### src/rtl/cvxif_vec_issue_ctrl.sv
// CV-X-IF issue controller: pairs OP-V instructions with rs1, queues them and dispatches to the
// vector unit. Optional perf counters when VEC_ISSUE_PERF_EN is defined.
module cvxif_vec_issue_ctrl #(
  parameter int unsigned XLEN   = 32,
  parameter int unsigned ID_W   = 4,
  parameter int unsigned DEPTH  = 4,
  parameter logic [6:0]  OPCODE = 7'h57
) (
  input  logic            clk_i,
  input  logic            rst_ni,
  input  logic            issue_valid_i,
  input  logic [31:0]     issue_instr_i,
  input  logic [ID_W-1:0] issue_id_i,
  output logic            issue_ready_o,
  output logic            issue_accept_o,
  output logic            issue_writeback_o,
  input  logic            register_valid_i,
  input  logic [ID_W-1:0] register_id_i,
  input  logic [XLEN-1:0] register_rs1_i,
  output logic            register_ready_o,
  output logic            vec_valid_o,
  output logic [31:0]     vec_instr_o,
  output logic [XLEN-1:0] vec_rs1_o,
  input  logic            vec_full_i,
  output logic            result_valid_o,
  output logic [ID_W-1:0] result_id_o,
  input  logic            result_ready_i,
  output logic            busy_o
`ifdef VEC_ISSUE_PERF_EN
  ,
  output logic [31:0]     perf_dispatch_o,
  output logic [31:0]     perf_stall_o
`endif
);

  localparam int unsigned PtrW = $clog2(DEPTH);
  localparam int unsigned CntW = PtrW + 1;
  localparam logic [CntW-1:0] DepthC = CntW'(DEPTH);

  localparam logic S_IDLE     = 1'b0;
  localparam logic S_WAIT_REG = 1'b1;

  logic            state_q, state_d;
  logic [31:0]     stg_instr_q;
  logic [ID_W-1:0] stg_id_q;

  logic [31:0]     mem_instr [DEPTH];
  logic [XLEN-1:0] mem_rs1   [DEPTH];
  logic [ID_W-1:0] mem_id    [DEPTH];
  logic [PtrW-1:0] wr_ptr_q, rd_ptr_q;
  logic [CntW-1:0] count_q;

  logic            issue_hs, direct_push, wait_push, push, pop;
  logic [31:0]     push_instr;
  logic [XLEN-1:0] push_rs1;
  logic [ID_W-1:0] push_id;

  assign issue_ready_o     = (state_q == S_IDLE) && (count_q < DepthC);
  assign issue_accept_o    = issue_instr_i[6:0] == OPCODE;
  assign issue_writeback_o = 1'b0;
  assign register_ready_o  = (state_q == S_WAIT_REG) || issue_ready_o;

  assign issue_hs    = issue_valid_i && issue_ready_o;
  assign direct_push = issue_hs && issue_accept_o && register_valid_i &&
                       (register_id_i == issue_id_i);
  assign wait_push   = (state_q == S_WAIT_REG) && register_valid_i && (register_id_i == stg_id_q);
  assign push        = direct_push || wait_push;
  assign pop         = (count_q != '0) && !vec_full_i && (!result_valid_o || result_ready_i);

  // Only one push source can be active: direct needs S_IDLE, wait needs S_WAIT_REG.
  always_comb begin
    push_instr = stg_instr_q;
    push_id    = stg_id_q;
    push_rs1   = register_rs1_i;
    if (direct_push) begin
      push_instr = issue_instr_i;
      push_id    = issue_id_i;
    end
  end

  always_comb begin
    state_d = state_q;
    if (state_q == S_IDLE) begin
      if (issue_hs && issue_accept_o && !direct_push) state_d = S_WAIT_REG;
    end else if (wait_push) begin
      state_d = S_IDLE;
    end
  end

  always_ff @(posedge clk_i or negedge rst_ni) begin
    if (!rst_ni) begin
      state_q     <= S_IDLE;
      stg_instr_q <= '0;
      stg_id_q    <= '0;
    end else begin
      state_q <= state_d;
      if (issue_hs && issue_accept_o) begin
        stg_instr_q <= issue_instr_i;
        stg_id_q    <= issue_id_i;
      end
    end
  end

  // Storage needs no reset: entries are only read when count_q says they are valid.
  always_ff @(posedge clk_i) begin
    if (push) begin
      mem_instr[wr_ptr_q] <= push_instr;
      mem_rs1[wr_ptr_q]   <= push_rs1;
      mem_id[wr_ptr_q]    <= push_id;
    end
  end

  always_ff @(posedge clk_i or negedge rst_ni) begin
    if (!rst_ni) begin
      wr_ptr_q <= '0;
      rd_ptr_q <= '0;
      count_q  <= '0;
    end else begin
      if (push) wr_ptr_q <= wr_ptr_q + PtrW'(1);
      if (pop)  rd_ptr_q <= rd_ptr_q + PtrW'(1);
      if (push && !pop)      count_q <= count_q + CntW'(1);
      else if (pop && !push) count_q <= count_q - CntW'(1);
    end
  end

  always_ff @(posedge clk_i or negedge rst_ni) begin
    if (!rst_ni) begin
      vec_valid_o    <= 1'b0;
      vec_instr_o    <= '0;
      vec_rs1_o      <= '0;
      result_valid_o <= 1'b0;
      result_id_o    <= '0;
    end else begin
      vec_valid_o <= pop;
      if (pop) begin
        vec_instr_o    <= mem_instr[rd_ptr_q];
        vec_rs1_o      <= mem_rs1[rd_ptr_q];
        result_valid_o <= 1'b1;
        result_id_o    <= mem_id[rd_ptr_q];
      end else if (result_ready_i) begin
        result_valid_o <= 1'b0;
      end
    end
  end

  assign busy_o = (state_q != S_IDLE) || (count_q != '0) || result_valid_o;

`ifdef VEC_ISSUE_PERF_EN
  always_ff @(posedge clk_i or negedge rst_ni) begin
    if (!rst_ni) begin
      perf_dispatch_o <= '0;
      perf_stall_o    <= '0;
    end else begin
      if (pop) perf_dispatch_o <= perf_dispatch_o + 32'd1;
      if ((count_q != '0) && vec_full_i) perf_stall_o <= perf_stall_o + 32'd1;
    end
  end
`endif

endmodule
### config.mk
export PLATFORM = sky130hd
export DESIGN_NAME = cvxif_vec_issue_ctrl
export DESIGN_NICKNAME = d
export VERILOG_FILES = /design/src/rtl/cvxif_vec_issue_ctrl.sv
export SDC_FILE = /design/constraint.sdc
export NUM_CORES = 1
export LEC_CHECK = 0
export CORE_MARGIN = 2
export CORE_UTILIZATION = 55
export CTS_BUF_LIST = sky130_fd_sc_hd__clkbuf_4 sky130_fd_sc_hd__clkbuf_8
export DETAILED_ROUTE_END_ITERATION = 10
export PLACE_DENSITY = 0.78
export SETUP_SLACK_MARGIN = 0.5
export SLEW_MARGIN = 20
export SYNTH_ARGS = -nofsm -noshare
export SYNTH_HDL_FRONTEND = slang
export SYNTH_SLANG_ARGS = --single-unit
### constraint.sdc
create_clock -name clk_i -period 7.7 [get_ports clk_i]
set_clock_uncertainty 0.2 [all_clocks]
set_input_delay 1.54 -clock clk_i [delete_from_list [all_inputs] [get_ports clk_i]]
set_output_delay 1.54 -clock clk_i [all_outputs]
set_load 0.03 [all_outputs]
# [Word level (Yosys, flattened, before mapping)]
# Memories as Yosys holds them, arrays and structs flattened. A register that Yosys moved wholly into a read port is not among the register bits.
# Cells that the tools add are included.
[word_totals] n_memories=3 inputBits=78 wordCells=59 regBits=46 output_inout_bits=75 ram_bits=272
[op_classes] eq_ne=3 mux=11 magnitude_cmp=1 reduce_logical=28 n_addsub=4 bitwise=1
[memory_table] name="mem_instr" depth=4 width=32 read_ports=1 rd_clocked_by_memory_dff=1 wr=1 line_no="47" source="logic [31:0] mem_instr [DEPTH];"
[memory_table] name="mem_rs1" depth=4 width=32 read_ports=1 rd_clocked_by_memory_dff=1 wr=1 line_no="48" source="logic [XLEN-1:0] mem_rs1 [DEPTH];"
[memory_table] name="mem_id" depth=4 width=4 read_ports=1 rd_clocked_by_memory_dff=1 wr=1 line_no="49" source="logic [ID_W-1:0] mem_id [DEPTH];"
[op_table] op="2-to-1 mux 32 bit" count=1
[op_table] op="logical AND 1 bit" count=12
[op_table] op="equality test 4 bit" count=2
[op_table] op="logical NOT 1 bit" count=8
[op_table] op="equality test 7 bit (second input constant)" count=1
[op_table] op="2-to-1 mux 1 bit" count=7
[op_table] op="2-to-1 mux 3 bit" count=2
[op_table] op="logical OR 1 bit" count=5
[op_table] op="adder 2 x 1 -> 2 bit (second input constant)" count=2
[op_table] op="2-to-1 mux 4 bit" count=1
[op_table] op="nonzero test 2 bit" count=2
[op_table] op="adder 3 x 1 -> 3 bit (second input constant)" count=1
[op_table] op="< comparator 3 bit (second input constant)" count=1
[op_table] op="nonzero test 3 bit" count=1
[op_table] op="subtractor 3 x 1 -> 3 bit (second input constant)" count=1
[op_table] op="inverter 1 bit" count=1

# [Logic depth before layout (Yosys ltp)]
# Gate-level depths: netlist of the first run.
[depth] ltp_word=11 depth_mapped=12 ltp_nobuf=10

# [Worst setup path after synthesis of the first run]
# OpenSTA, ideal clock, no wires.
[synth_path] kind="input to register" from="in issue_instr_i[5]" to="reg count_q[2]" cell_stages=12 slack_ns=3.621 n_path_buf=2 arrival_time_ns=3.800 path_cell_list="nand4b_1 nor3_2 and4_1 buf_6 or2_1 buf_6 ha_1 inv_1 fa_1 xor2_1 nor2_1 xor2_1"
[synth_between] elab_chain_cells=8 word_cells_on_any_way=10 classes_between="1 x eq/ne; 1 x mux; 8 x reduce/logical"
[synth_lines] item="start: declaration" line_no="12" source="input logic [31:0] issue_instr_i,"
[synth_lines] item="equality test 7 bit *" line_no="59" source="assign issue_accept_o = issue_instr_i[6:0] == OPCODE;"
[synth_lines] item="via issue_accept_o" line_no="15" source="output logic issue_accept_o,"
[synth_lines] item="logical AND 1 bit * (3 in a row)" line_no="64" source="assign direct_push = issue_hs && issue_accept_o && register_valid_i &&"
[synth_lines] item="logical OR 1 bit *" line_no="67" source="assign push = direct_push || wait_push;"
[synth_lines] item="via push" line_no="53" source="logic issue_hs, direct_push, wait_push, push, pop;"
[synth_lines] item="logical NOT 1 bit" line_no="122" source="else if (pop && !push) count_q <= count_q - CntW'(1);"
[synth_lines] item="logical AND 1 bit" line_no="122"
[synth_lines] item="nonzero test 2 bit (no line)"
[synth_lines] item="end signal: assignment" line_no="121" source="if (push && !pop) count_q <= count_q + CntW'(1);"
[synth_lines] item="end signal: assignment" line_no="122"
[synth_lines] item="end: declaration" line_no="51" source="logic [CntW-1:0] count_q;"
# Mark *: on every way through the listed nets, which the timed path passes. The rest lies on a longest branch.
# A chain may end at the register's enable or synchronous reset.

# [Worst setup path in the final report of the first run]
[layout_path] from="in issue_instr_i[2]" to="out issue_accept_o"
[layout_between] elab_chain_cells=1
[layout_lines] item="equality test 7 bit" line_no="59"
[layout_lines] item="end: declaration" line_no="15"
# No other way between the ends.

==> results of run 1 <==
==> placed cells by master, fill, tap and decap left out, drive strengths merged, types with 3 or more instances in the layout <==
| master | count |
|---|---|
| nor2b | 5 |
| nor3 | 5 |
| or2 | 11 |
| xor2 | 3 |
| ha | 5 |
| mux2 | 121 |
| inv | 12 |
| nand2 | 9 |
| mux4 | 68 |
| dfrtp | 114 |
| clkbuf | 83 |
| nor2 | 3 |
| o21ai | 8 |
| buf | 6 |
| and2 | 4 |
| clkinv | 22 |
| edfxtp | 272 |
| xnor2 | 5 |
| clkdlybuf4s50 | 150 |
| nand2b | 4 |
==> logic make-up (layout without fill, tap and decap cells) <==
family / count (synthesis) / after routing / share of synthesized area
flops: 386 / 386 / 0.750
mux: 189 / 189 / 0.197
simple gates: 46 / 46 / 0.0187
buf+inv: 46 / 276 / 0.0168
compound gates: 15 / 15 / 0.00681
xor+xnor: 8 / 8 / 0.00528
fa+ha+maj: 6 / 6 / 0.00562
other cells: 1 / 2 / 0.000255
==> through the flow <==
step                 util  setup slack [ps]  instance area [sq um]  hold slack, ps
detailed placement  0.630              2770                  16500             246
CTS                 0.676              2760                  17700             261
global placement    0.630              2780                  16500             244
finish              0.678              2780                  17700             259
global route        0.678              2730                  17700             281
floorplan               -              3620                  14700             231
==> power by group through the flow <==
stage	Combinational (W)	Clock (W)	Sequential, W
final	0.00171	0.00168	0.00271
after detailed placement	0.00173	0	0.00276
after CTS	0.00174	0.00172	0.00272
after floorplan	0.000825	0	0.00299
after global placement	0.00170	0	0.00274
after global routing	0.00181	0.00181	0.00275
==> worst min path at each step <==
stage / endpoint / slack [ps] / cells after the start
2_1_floorplan: stg_instr_q[0]$_DFFE_PN0N_ / 230 / 1
3_3_place_gp: stg_instr_q[6]$_DFFE_PN0N_ / 240 / 1
3_5_place_dp: stg_instr_q[0]$_DFFE_PN0N_ / 250 / 1
4_1_cts: stg_instr_q[0]$_DFFE_PN0N_ / 260 / 1
5_1_grt: stg_instr_q[1]$_DFFE_PN0N_ / 280 / 1
6_report: stg_instr_q[0]$_DFFE_PN0N_ / 260 / 1
==> synth_stat cells, types with 2 or more instances <==
cell type,number,share of area
or2_2,10,0.0043
xnor2_1,4,0.0024
nor2_1,3,0.00077
nand2_1,9,0.0023
inv_1,11,0.0028
ha_1,5,0.0043
buf_2,17,0.0058
buf_4,5,0.0026
dfrtp_1,114,0.19
nor3_2,2,0.0014
nor2b_1,5,0.0021
and2_4,4,0.0024
clkbuf_1,8,0.0020
nand2b_1,4,0.0017
nor3_1,3,0.0010
edfxtp_1,272,0.56
and3_1,2,0.00085
o21ai_0,7,0.0024
buf_6,3,0.0023
mux4_2,68,0.10
mux2_2,121,0.093
xor2_1,3,0.0018
==> layout make-up <==
type                    count  share of cell area
diodes                      1            0.000141
inverters                  11             0.00233
repair buffers            156              0.0885
multi-input cells         265               0.194
clock inverters            26              0.0101
well taps                 335              0.0237
flip-flops and latches    386               0.623
clock buffers              83              0.0582
==> worst max-delay path, cell delays in order <==
cell and delay (ps):
clkdlybuf4s50_1 460, nand4b_1 130, nor3_2 300, clkdlybuf4s50_1 750
==> registers in the layout, indices dropped and copies added (netlist names) <==
register        flops
mem_instr         128
mem_rs1           128
stg_instr_q        32
vec_instr_o        32
vec_rs1_o          32
mem_id             16
result_id_o         4
stg_id_q            4
count_q             3
rd_ptr_q            2
wr_ptr_q            2
result_valid_o      1
state_q             1
vec_valid_o         1
==> layer usage <==
layer  vias to the layer above  GRT usage  share of wire
met1                      3638      0.272           0.42
met5                         -          0              0
met4                         0     0.0609          0.020
li1                       3120          -              -
met2                       234      0.324           0.49
met3                        39     0.0499          0.068
==> results.toml, run 1 <==
[worst_setup_path]
rr_worst_depth = 5
worstReg2RegEnd = "mem_instr[2][15]$_DFFE_PP_"
crit_path_start = "issue_instr_i[2]"
startpoint_type = "input pin"
cp.arrival_ps = 3180
r2r-start = "stg_id_q[2]$_DFFE_PN0N_"
crit_type = "in2out"
cp-end-kind = "primary output"
critPathCapture = "issue_accept_o"
cp_data_required_time_ps = 5960
crit_fanout = 3
rrSetupSlack_ps = 4440

[timing]
tns_ps = 0
rsz0062_at_grt = "no"
timing.final.crit_share = 0.638
hold_violations = 0
tightestPinTransition_ps = 1050
slew_headroom = 0.297
max_freq_mhz = 203
period_minus_slack_ps = 4920
slew_viol_final = 0
setup_viol = 0

[status]
violations = "design-rule violations"
status = "finished with violations"

[final_layout]
multi_input_area_sq_um = 3440
nets = 962
fill_cells = 1644
area_growth_pct = 20.5
instances_no_fill = 1263
seq_area_sq_um = 11000
drive_gt1_frac = 0.344

[grt]
grt_usage = 0.199
grt_start_max_net_pins = 75
grt_pass1_vias = 7786
grt_overflow = 0
antenna_found_initial = 1
grt_first_pass_wirelength_um = 42900

[floorplan]
num_rows = 59
initial_core_util = 0.563
io_pins = 153
die_x_um = 167
coreArea_sq_um = 26100
die_h_um = 167
die_area_sq_um = 28100

[clock_tree]
cts_buffer_depth = 3
cts_tree = "built"
cts_made_buffers = 58
cts_sinks = 386
post_cts.resized_instances = 0
clk_latency_ps = 580
clkTransAtPathRegs_ps = 60
clockRootBuffer = "clkbuf_8"
htreeDepth = 2
postCtsHoldBufs = 0
postCtsSetupBuffers = 0

[detailed_routing]
routed_via_density = 5.57
drt_pass1_iterations = 8
drc = 10
postRouteAntennaNets = 0
drt-total-wl_um = 27000
vias = 7031
drt_iter0_drc = 389
wire_per_inst_um = 21.4

[yosys]
yosys.cell_types.count = 39
ys_async_sr_fraction = 0.295
synth_edf_count = 272
ys.flop_type = "edfxtp_1"
syn_avg_cell_area_sq_um = 21.1
yosys_warnings = 0
synth_area_sq_um = 14700
synth_seq_cells = 386
synth.net_count = 781
seq_area_frac_synth = 0.750
synth_cells = 697

[power_and_ir_drop]
p_int_w = 0.00430
power_w = 0.00610
leakage_nw = 6.44
p_sw_w = 0.00181
p_per_area_nw_per_um2 = 345
seqPwrFrac = 0.444
combPwrFrac = 0.281
swShare = 0.296
irDropWorstVdd_v = 0.000189
pwr-share-clk = 0.275

[min_path]
hold_path_startpoint = "stg_instr_q[0]$_DFFE_PN0N_"
min_path_type = "reg2reg"

[job]
maxCapViolCount = 0

[placed_design]
dpl.cell_count = 1152
hpwl_um = 16200
gp_congestion = 0.809
numPortBuffers = 151
(Power assumes the default switching activity.)
==> inputs of run 2 (changes only) <==
CORE_UTILIZATION = 53   (was 55)
clock period = 4.1 ns   (was 7.7 ns; I/O delays follow)
==> run 2 against run 1 <==
Compared with the run above: the run now ends clean; cell count increased by 4.2%; flip-flop and latch count unchanged; global-route usage decreased by 0.40 points; clock power increased by 99%; largest cell class unchanged.
==> results.toml, run 2 (synthesized netlist as in run 1, its figures left out) <==
[final_layout]
area_growth_pct = 22.9
instances_no_fill = 1316
mostFrequentLayoutCells = "edfxtp_1, clkdlybuf4s50_1, mux2_2"
drive_gt1_frac = 0.354
postLayoutCoreUtil = 0.667
layout_commonest_cell = "edfxtp_1"
largestRegisters = "mem_instr: 128 flops, mem_rs1: 128 flops"
diodes = 0
nets = 979

[timing]
slew_headroom = 0.267
timing.final.crit_share = 0.828
setup_viol = 0
max_freq_mhz = 294
period_minus_slack_ps = 3400
tns_ps = 0
hold_violations = 0
rsz0062_at_grt = "no"
setup_slack_ps = 704
slew_viol_final = 0
tightestPinTransition_ps = 1100

[clock_tree]
clkTransAtPathRegs_ps = 60
cts_sinks = 386
post_cts.resized_instances = 0
postCtsHoldBufs = 0
cts_buffer_depth = 3
clk_latency_ps = 590
postCtsSetupBuffers = 0
clockRootBuffer = "clkbuf_8"
htreeDepth = 2
cts_made_buffers = 58
cts_tree = "built"

[detailed_routing]
postRouteAntennaNets = 0
routed_via_density = 5.38
drc = 0
drt_pass1_iterations = 5
wire_per_inst_um = 20.8
vias = 7085
drt_iter0_drc = 493
drt-total-wl_um = 27300

[worst_setup_path]
rr_worst_depth = 10
startpoint_type = "input pin"
worstReg2RegEnd = "count_q[2]$_DFFE_PN0P_"
cp-end-kind = "primary output"
crit_path_start = "issue_instr_i[5]"
crit_fanout = 3
cp_data_required_time_ps = 3080
cp.arrival_ps = 2380
critPathCapture = "issue_accept_o"
rrSetupSlack_ps = 1410
r2r-start = "stg_id_q[2]$_DFFE_PN0N_"
crit_type = "in2out"

[power_and_ir_drop]
leakage_nw = 6.58
p_per_area_nw_per_um2 = 645
power_w = 0.0116
irDropWorstVdd_v = 0.000411

[placed_design]
numPortBuffers = 151
gp_congestion = 0.731
hpwl_um = 16300
dpl.cell_count = 1207
place_ws_ps = 302

[grt]
grt_pass1_vias = 7653
grt_overflow = 0
grt_first_pass_wirelength_um = 42700
antenna_found_initial = 0
grt_usage = 0.195
grt_start_max_net_pins = 96

[floorplan]
num_rows = 60
initial_core_util = 0.542
die_area_sq_um = 29100
die_x_um = 171
io_pins = 153
coreArea_sq_um = 27100
die_h_um = 171

[min_path]
min_path_type = "in2async"

[status]
status = "finished, final reports clean"

[job]
maxCapViolCount = 0
-- run 2: power breakdown --
group	internal, W	total (W)	switching (W)
logic	0.00171	0.00319	0.00148
clock network	0.00196	0.00335	0.00138
registers	0.00464	0.00511	0.000475
-- run 2: area by class of cell --
type	instances	area, sq um
Clock buffer	92	1110
Clock inverter	17	178
Fill cell	1765	9030
Inverter	11	41.3
Multi-Input combinational cell	265	3440
Sequential cell	386	11000
Tap cell	372	465
Timing Repair Buffer	173	1800
-- run 2: layer usage --
| layer | vias up | GRT usage | wire (um) |
|---|---|---|---|
| li1 | 3147 | - | - |
| met1 | 3694 | 0.251 | 11100 |
| met2 | 203 | 0.339 | 14500 |
| met3 | 41 | 0.0407 | 1370 |
| met4 | 0 | 0.0587 | 465 |
| met5 | - | 0 | 0 |
-- run 2: how the worst min path moves through the flow --
stage	startpoint	end	slack (ps)
3_5_place_dp	stg_instr_q[1]$_DFFE_PN0N_	stg_instr_q[1]$_DFFE_PN0N_	250
4_1_cts	rst_ni	vec_instr_o[5]$_DFFE_PN0P_	160
6_report	rst_ni	vec_instr_o[5]$_DFFE_PN0P_	130
3_3_place_gp	stg_instr_q[4]$_DFFE_PN0N_	stg_instr_q[4]$_DFFE_PN0N_	240
2_1_floorplan	stg_instr_q[0]$_DFFE_PN0N_	stg_instr_q[0]$_DFFE_PN0N_	230
5_1_grt	rst_ni	vec_instr_o[11]$_DFFE_PN0P_	200
-- run 2: per-stage QoR --
stage,cell area (sq um),hold slack (ps)
after floorplan,14700,231
after global placement,16800,244
after detailed placement,16800,248
after CTS,18100,164
after global routing,18100,204
final,18100,134
-- run 2: worst max-delay path, stage by stage --
cell and delay, ps:
clkdlybuf4s50_1 390, nand4b_1 180, nor3_2 260, clkdlybuf4s50_1 730
